File: config.mk
export PLATFORM = sky130hd
export DESIGN_NAME = pipe_stage_reg
export DESIGN_NICKNAME = d
export VERILOG_FILES = /design/src/rtl/pipe_pkg.sv /design/src/rtl/pipe_slot.sv /design/src/rtl/pipe_stage_reg.sv
export SDC_FILE = /design/constraint.sdc
export NUM_CORES = 1
export LEC_CHECK = 0
export BUFFER_PORTS_ARGS = -buffer_cell sky130_fd_sc_hd__clkbuf_2
export CORE_MARGIN = 3
export CORE_UTILIZATION = 57
export DETAILED_ROUTE_END_ITERATION = 8
export GPL_TIMING_DRIVEN = 1
export PLACE_DENSITY = 0.94
export SYNTH_ARGS = -nofsm -noshare
export SYNTH_HDL_FRONTEND = slang
export SYNTH_SLANG_ARGS = --single-unit
File: constraint.sdc
create_clock -name clk_i -period 6 [get_ports clk_i]
set_clock_uncertainty 0.2 [all_clocks]
set_input_delay 1.2 -clock clk_i [delete_from_list [all_inputs] [get_ports clk_i]]
set_output_delay 1.2 -clock clk_i [all_outputs]
set_load 0.05 [all_outputs]
File: src/rtl/pipe_pkg.sv
// Shared definitions for the pipeline-stage registers: control-bundle layout
// and the ID/EX payload format.
package pipe_pkg;

  localparam int unsigned WB_W   = 2;
  localparam int unsigned MEM_W  = 3;
  localparam int unsigned EX_W   = 4;
  localparam int unsigned CTRL_W = WB_W + MEM_W + EX_W;

  // Field offsets inside the control bundle, ex in the low bits.
  localparam int unsigned EX_LSB  = 0;
  localparam int unsigned MEM_LSB = EX_LSB + EX_W;
  localparam int unsigned WB_LSB  = MEM_LSB + MEM_W;

  localparam logic [CTRL_W-1:0] CTRL_BUBBLE = '0;

  typedef struct packed {
    logic [WB_W-1:0]  wb;
    logic [MEM_W-1:0] mem;
    logic [EX_W-1:0]  ex;
  } ctrl_t;

  typedef struct packed {
    logic [31:0] pc;
    logic [31:0] rsdata;
    logic [31:0] rtdata;
    logic [31:0] imm;
    logic [4:0]  rsaddr;
    logic [4:0]  rtaddr;
    logic [4:0]  rdaddr;
  } id_ex_payload_t;

endpackage

File: src/rtl/pipe_slot.sv
// One pipeline entry: valid bit, control bundle and payload with
// load / clear / hold. Clear wins over load; ctrl reads as zero when invalid.
module pipe_slot #(
  parameter int unsigned CTRL_W = pipe_pkg::CTRL_W,
  parameter int unsigned DATA_W = 128
) (
  input  logic              clk,
  input  logic              rst,
  input  logic              load,
  input  logic              clear,
  input  logic [CTRL_W-1:0] next_ctrl,
  input  logic [DATA_W-1:0] next_data,
  output logic              valid,
  output logic [CTRL_W-1:0] ctrl,
  output logic [DATA_W-1:0] data
);
  import pipe_pkg::*;

  logic              valid_q;
  logic [CTRL_W-1:0] ctrl_q;
  logic [DATA_W-1:0] data_q;

  // Clear leaves the payload untouched; only valid and ctrl form the bubble.
  always_ff @(posedge clk) begin
    if (rst) begin
      valid_q <= 1'b0;
      ctrl_q  <= '0;
      data_q  <= '0;
    end else if (clear) begin
      valid_q <= 1'b0;
      ctrl_q  <= '0;
    end else if (load) begin
      valid_q <= 1'b1;
      ctrl_q  <= next_ctrl;
      data_q  <= next_data;
    end
  end

  assign valid = valid_q;
  assign ctrl  = valid_q ? ctrl_q : '0;
  assign data  = data_q;

endmodule

File: src/rtl/pipe_stage_reg.sv
// Parametrised pipeline-stage register with valid/ready handshake, flush,
// optional skid entry for a registered ready_o, and a saturating stall counter.
module pipe_stage_reg #(
  parameter int unsigned DATA_W  = 128,
  parameter int unsigned CTRL_W  = pipe_pkg::CTRL_W,
  parameter int unsigned SKID_EN = 1,
  parameter int unsigned CNT_W   = 16
) (
  input  logic              clk_i,
  input  logic              rst_i,
  input  logic              valid_i,
  output logic              ready_o,
  input  logic [CTRL_W-1:0] ctrl_i,
  input  logic [DATA_W-1:0] data_i,
  input  logic              flush_i,
  output logic              valid_o,
  input  logic              ready_i,
  output logic [CTRL_W-1:0] ctrl_o,
  output logic [DATA_W-1:0] data_o,
  output logic [CNT_W-1:0]  stall_cnt_o
);
  import pipe_pkg::*;

  localparam bit UseSkid = (SKID_EN != 0);

  logic              out_valid, out_load, out_clear, out_free;
  logic              skid_raw_valid, skid_valid, skid_load, skid_clear;
  logic [CTRL_W-1:0] out_ctrl, skid_ctrl, out_next_ctrl;
  logic [DATA_W-1:0] out_data, skid_data, out_next_data;
  logic              accept, emit;
  logic [CNT_W-1:0]  stall_cnt;

  // With the skid disabled its slot is never loaded and its valid is masked off.
  assign skid_valid = UseSkid & skid_raw_valid;
  assign out_free   = !out_valid | ready_i;
  assign ready_o    = UseSkid ? !skid_valid : out_free;
  assign accept     = valid_i & ready_o;
  assign emit       = out_valid & ready_i;

  always_comb begin
    out_load      = 1'b0;
    out_clear     = 1'b0;
    skid_load     = 1'b0;
    skid_clear    = 1'b0;
    out_next_ctrl = ctrl_i;
    out_next_data = data_i;
    if (flush_i) begin
      out_clear  = 1'b1;
      skid_clear = 1'b1;
    end else if (out_free) begin
      if (skid_valid) begin
        // Oldest waiting entry moves up; ready_o is low so nothing is accepted.
        out_load      = 1'b1;
        out_next_ctrl = skid_ctrl;
        out_next_data = skid_data;
        skid_clear    = 1'b1;
      end else if (accept) begin
        out_load = 1'b1;
      end else if (emit) begin
        out_clear = 1'b1;
      end
    end else if (accept) begin
      skid_load = 1'b1;
    end
  end

  pipe_slot #(
    .CTRL_W(CTRL_W),
    .DATA_W(DATA_W)
  ) u_out (
    .clk      (clk_i),
    .rst      (rst_i),
    .load     (out_load),
    .clear    (out_clear),
    .next_ctrl(out_next_ctrl),
    .next_data(out_next_data),
    .valid    (out_valid),
    .ctrl     (out_ctrl),
    .data     (out_data)
  );

  pipe_slot #(
    .CTRL_W(CTRL_W),
    .DATA_W(DATA_W)
  ) u_skid (
    .clk      (clk_i),
    .rst      (rst_i),
    .load     (skid_load),
    .clear    (skid_clear),
    .next_ctrl(ctrl_i),
    .next_data(data_i),
    .valid    (skid_raw_valid),
    .ctrl     (skid_ctrl),
    .data     (skid_data)
  );

  always_ff @(posedge clk_i) begin
    if (rst_i) begin
      stall_cnt <= '0;
    end else if (out_valid && !ready_i && !flush_i && (stall_cnt != '1)) begin
      stall_cnt <= stall_cnt + CNT_W'(1);
    end
  end

  assign valid_o     = out_valid;
  assign ctrl_o      = out_ctrl;
  assign data_o      = out_data;
  assign stall_cnt_o = stall_cnt;

endmodule
### Word-level counts from Yosys, hierarchy flattened

Cells that the tools add are included.

* $add $sub $neg: 1
* equal/unequal tests: 1
* multiplexer cells: 21
* bitwise operators: 5
* reduce and logical (&&, ||, !) cells: 11

Operators by type and width (count)
* 2-to-1 mux 128 bit: 3
* 2-to-1 mux 9 bit: 4
* adder 16 x 1 -> 16 bit, second input constant: 1
* != test 16 bit, second input constant: 1
* 2-to-1 mux 1 bit: 14
* logical NOT 1 bit: 4
* AND reduction 2 bit: 2
* OR reduction 2 bit: 2
* logical AND 1 bit: 3
* AND 1 bit: 2
* NOT 1 bit: 2
* bitwise OR 1 bit: 1

* register bits after elaboration: 292
* input port bits: 142
* output and inout bits: 155
* word-level logic and storage cells: 46

### Logic depth before layout (Yosys ltp)

* word-level depth: 8
* mapped depth: 7
* mapped depth without buffers: 5

### Cells and area by module

Synthesis repeated with hierarchy kept, for this count alone.

* cells, all modules: 1513
* area, all modules: 14884.3 um^2

Modules (own cells, without submodules)
* pipe_slot: instances 2, cells an instance 625, area an instance 6192.2 um^2, seq. area each 2762.6 um^2
* pipe_stage_reg: instances 1, cells an instance 263, area an instance 2499.9 um^2, seq. area each 320.3 um^2

### Worst setup path before layout

No wires, ideal clock.

* path kind: input to register
* start point: input ready_i
* end point: register stall_cnt[14], in the netlist stall_cnt_o[14]
* setup time: 0.070 ns
* arrival time: 2.560 ns
* required time: 5.730 ns
* path slack: 3.170 ns
* stages on the path: 4
* buffers on the path: 0
* cell sequence: or3b_1 > or3_1 > or4_1 > a21oi_1

* cells in the longest elaborated chain, start to end: 4

Ends and longest elaborated chain
* start, declared: RTL line pipe_stage_reg.sv:17 `input logic ready_i,`
* logical NOT 1 bit: RTL line pipe_stage_reg.sv:100 `end else if (out_valid && !ready_i && !flush_i && (stall_cnt != '1)) begin`
* logical AND 1 bit (3 in a row): RTL line pipe_stage_reg.sv:100
* end signal, assigned: RTL line pipe_stage_reg.sv:101 `stall_cnt <= stall_cnt + CNT_W'(1);`
* end, declared: RTL line pipe_stage_reg.sv:31 `logic [CNT_W-1:0] stall_cnt;`

Every way passes these cells.
A chain may end at the register's enable or synchronous reset.

### Worst setup path in the final report

* start point: input ready_i
* end point: register u_out.data_q[1], in the netlist u_out.data[1]

* cells in the longest elaborated chain, start to end: 8
* elaborated cells between the ends (all ways): 13
* classes of those cells: mux (9); bitwise (3); reduce/logical (1)

Ends and longest elaborated chain
* AND 1 bit: RTL line pipe_stage_reg.sv:38 `assign emit = out_valid & ready_i;`
* 2-to-1 mux 1 bit: RTL line pipe_stage_reg.sv:59 `end else if (emit) begin`
* 2-to-1 mux 1 bit: RTL line pipe_stage_reg.sv:57 `end else if (accept) begin`
* 2-to-1 mux 1 bit: RTL line pipe_stage_reg.sv:51 `if (skid_valid) begin`
* 2-to-1 mux 1 bit: RTL line pipe_stage_reg.sv:50 `end else if (out_free) begin`
* 2-to-1 mux 1 bit: RTL line pipe_stage_reg.sv:47 `if (flush_i) begin`
* NOT 1 bit (no source line)
* AND reduction 2 bit (no source line)
* end signal, assigned: RTL line pipe_slot.sv:35 `data_q <= next_data;`
* end, declared: RTL line pipe_slot.sv:21 `logic [DATA_W-1:0] data_q;`

Parallel ways exist; a longest one is shown, timed or not.

==> qor.yml <==
worst_pin_slew_ps: 1030
htree_levels: 1
r2r-start: "u_out.valid$_SDFFE_PP0P_"
path_cells: "clkbuf_2, nor2b_1, or3_4, buf_12, mux2i_1, a211oi_1"
cellPowerDensity_mw_per_mm2: 309
fin_crit_ps: 3260
drc_errors: 0
rrSetupSlack_ps: 2850
synth_area_leaders: "dfxtp_1, mux2i_1, nand2_1"
die_w_um: 148
cts_hold_buf: 0
cts_resized: 0
synth_top_area_share_pct: 50.8
clock.fmax_mhz: 307
hold_ws_ps: 251
via_count: 10300
finalNonFillerCells: 1830
numCtsBuffers: 29
final_layout_size_suffix_gt1_share_pct: 22.4
drv_cap: 0
cts-root-buf: "clkbuf_16"
cp-end-kind: "flop"
worstSetupStartpointType: "input pin"
place_ws_ps: 2290
maxSlewViolCount: 0
antenna_left: 0
synth_seq_cells: 292
hold_start: "u_skid.data[35]$_SDFFE_PP0P_"
post_drt_wl_per_cell_um: 16.0
cp_slowest_cell: "or3_4"
syn_nets: 1467
dieArea_mm2: 0.0219
grt_max_degree: 167
synthCells: 1324
initial_core_util_pct: 58.5
cts_tree: "done"
min_to: "u_skid.data[35]$_SDFFE_PP0P_"
layout_setup_ws_ps: 2740
setup_violations: 0
synth_area_leader_cell: "dfxtp_1"
firstDrtPassIters: 5
worstPathRequired_ps: 6150
p_leak_uw: 0.00633
grt_pass1_vias: 9615
crit_arrival_ps: 3410
ys_types: 32
post-route-period-util_pct: 54.3
max_slew_margin_pct: 31.0
grt_use_total_pct: 25.0
vias_per_cell: 5.62
vdd_ir_drop_max_v: 0.000246
area_growth_pct: 21.0
r2r.worst_path.cells: 5
syn_area_mm2: 0.0115
ys_seq_area_share_pct: 50.8
critPathMaxStageDelay_ps: 870
dp_hpwl_mm: 19.0
drt_iter0_markers: 491
core_area_mm2: 0.0197
critical_path.max_fanout: 63
hold_viol_final: 0
ioPinCount: 297
clock_sinks: 292
clkTransAtPathRegs_ps: 60
post_cts_buffers: 0
dp.cells: 1784
dpl-instance-area_mm2: 0.0130
cts_buffer_depth: 3
grt_antenna_before_repair: 0
timing.rr.end: "u_out.data[1]$_SDFFE_PP0P_"
numPortBuffers: 296
gp_congestion: 0.791
gr-total-overflow: 0
hold_class: "flop to flop"
fp.dieH_um: 148
status: "complete, no violations"
min_path_cells: 2
wirelength_mm: 29.3
grt_pass1_wl_mm: 46.4
diodes: 0
fp-row-count: 51
synth_area_per_cell_um2: 8.69
criticalPathCategory: "input pin to flop"
yosys_warnings: 0
stdcell_area_mm2: 0.0139
clk_latency_ps: 530
rsz0062_at_grt: "no"
tns_ps: 0
fin_nets: 1693
where the power goes:
part           total, µW  switching, µW  internal, µW
clock network       1730            697          1040
registers           2040           39.0          2010
logic                521            382           138
worst max-delay path: cells and delay by family:
| kind | cells | cell delay [ps] |
|---|---|---|
| AOI/OAI and AO/OA | 1 | 100 |
| buffers and inverters | 2 | 580 |
| and+or+nand+nor | 2 | 1120 |
| muxes | 1 | 290 |
area by class of cell:
class / count / area [µm²]
repair buffers: 306 / 1590
multi-input cells: 918 / 5240
clock inverters: 4 / 70.1
flip-flops and latches: 292 / 5850
clock buffers: 42 / 835
fillers: 1433 / 5730
well taps: 265 / 332
inverters: 3 / 11.3
metal layers:
layer / wire (µm) / track usage (%) / vias to the layer above
met2: 14100 / 42.7 / 421
met3: 2660 / 6.79 / 78
met1: 11600 / 30.6 / 4756
li1: - / - / 5028
met4: 1000 / 8.50 / 0
met5: 0 / 0 / -
kinds of logic after synthesis:
family,synth area share [%]
AOI/OAI and AO/OA,16.4
xor gates and xnor gates,0.0761
adders and majority gates,0.109
buffers and inverters,3.93
DFF,50.8
muxes,12.0
and+or+nand+nor,16.7
worst max-delay path by stage:
stage | slack [ps] | endpoint | from
floorplan | 3170 | stall_cnt_o[14]$_SDFFE_PP0P_ | ready_i
global placement | 2340 | u_skid.ctrl_q[5]$_SDFFE_PP0P_ | flush_i
detailed placement | 2290 | u_out.data[1]$_SDFFE_PP0P_ | ready_i
CTS | 2810 | u_out.data[1]$_SDFFE_PP0P_ | ready_i
global route | 2640 | u_skid.data[113]$_SDFFE_PP0P_ | flush_i
finish | 2740 | u_out.data[1]$_SDFFE_PP0P_ | ready_i
Yosys cell counts (all sizes together):
master  number
a211oi     137
a21oi      150
a311o        1
and2        10
and3         2
and4         2
buf         19
clkbuf      92
dfxtp      292
ha           1
inv          3
mux2i      138
nand2      278
nand3        5
nand4        7
nor2       149
nor2b        1
nor3         3
nor3b        1
nor4         1
o21ai        7
o31ai        6
o41ai        2
or2          1
or3          6
or3b         1
or4          7
or4b         1
xor2         1
sequential cells by signal, indices dropped and copies added (netlist names):
register	cells
stall_cnt_o	16
u_skid.data	128
u_skid.ctrl_q	9
u_skid.valid	1
u_out.ctrl_q	9
u_out.data	128
u_out.valid	1
placed cells by master (no fill, tap or decap), types with 2 or more instances in the layout:
cell type and n:
dfxtp_1 292, nand2_1 278, buf_12 2, clkbuf_16 29
buf_4 8, o31ai_1 6, nand3_1 4, clkbuf_2 295
clkinv_2 2, bufinv_16 2, and2_1 10, nor3_1 2
inv_1 3, or3_1 5, clkbuf_8 7, a21oi_1 150
or4_1 7, nand4_1 7, a211oi_1 137, nor2_1 149
mux2i_1 138, o21ai_0 6, clkbuf_1 7, and4_1 2
through the flow:
stage / total power [µW] / utilization, %
3_3_place_gp: 2590 / 66.3
4_1_cts: 4330 / 70.9
5_1_grt: 4450 / 70.9
3_5_place_dp: 2600 / 66.3
2_1_floorplan: 2440 / -
6_report: 4300 / 70.9
Power figures use the tool's default switching activity.
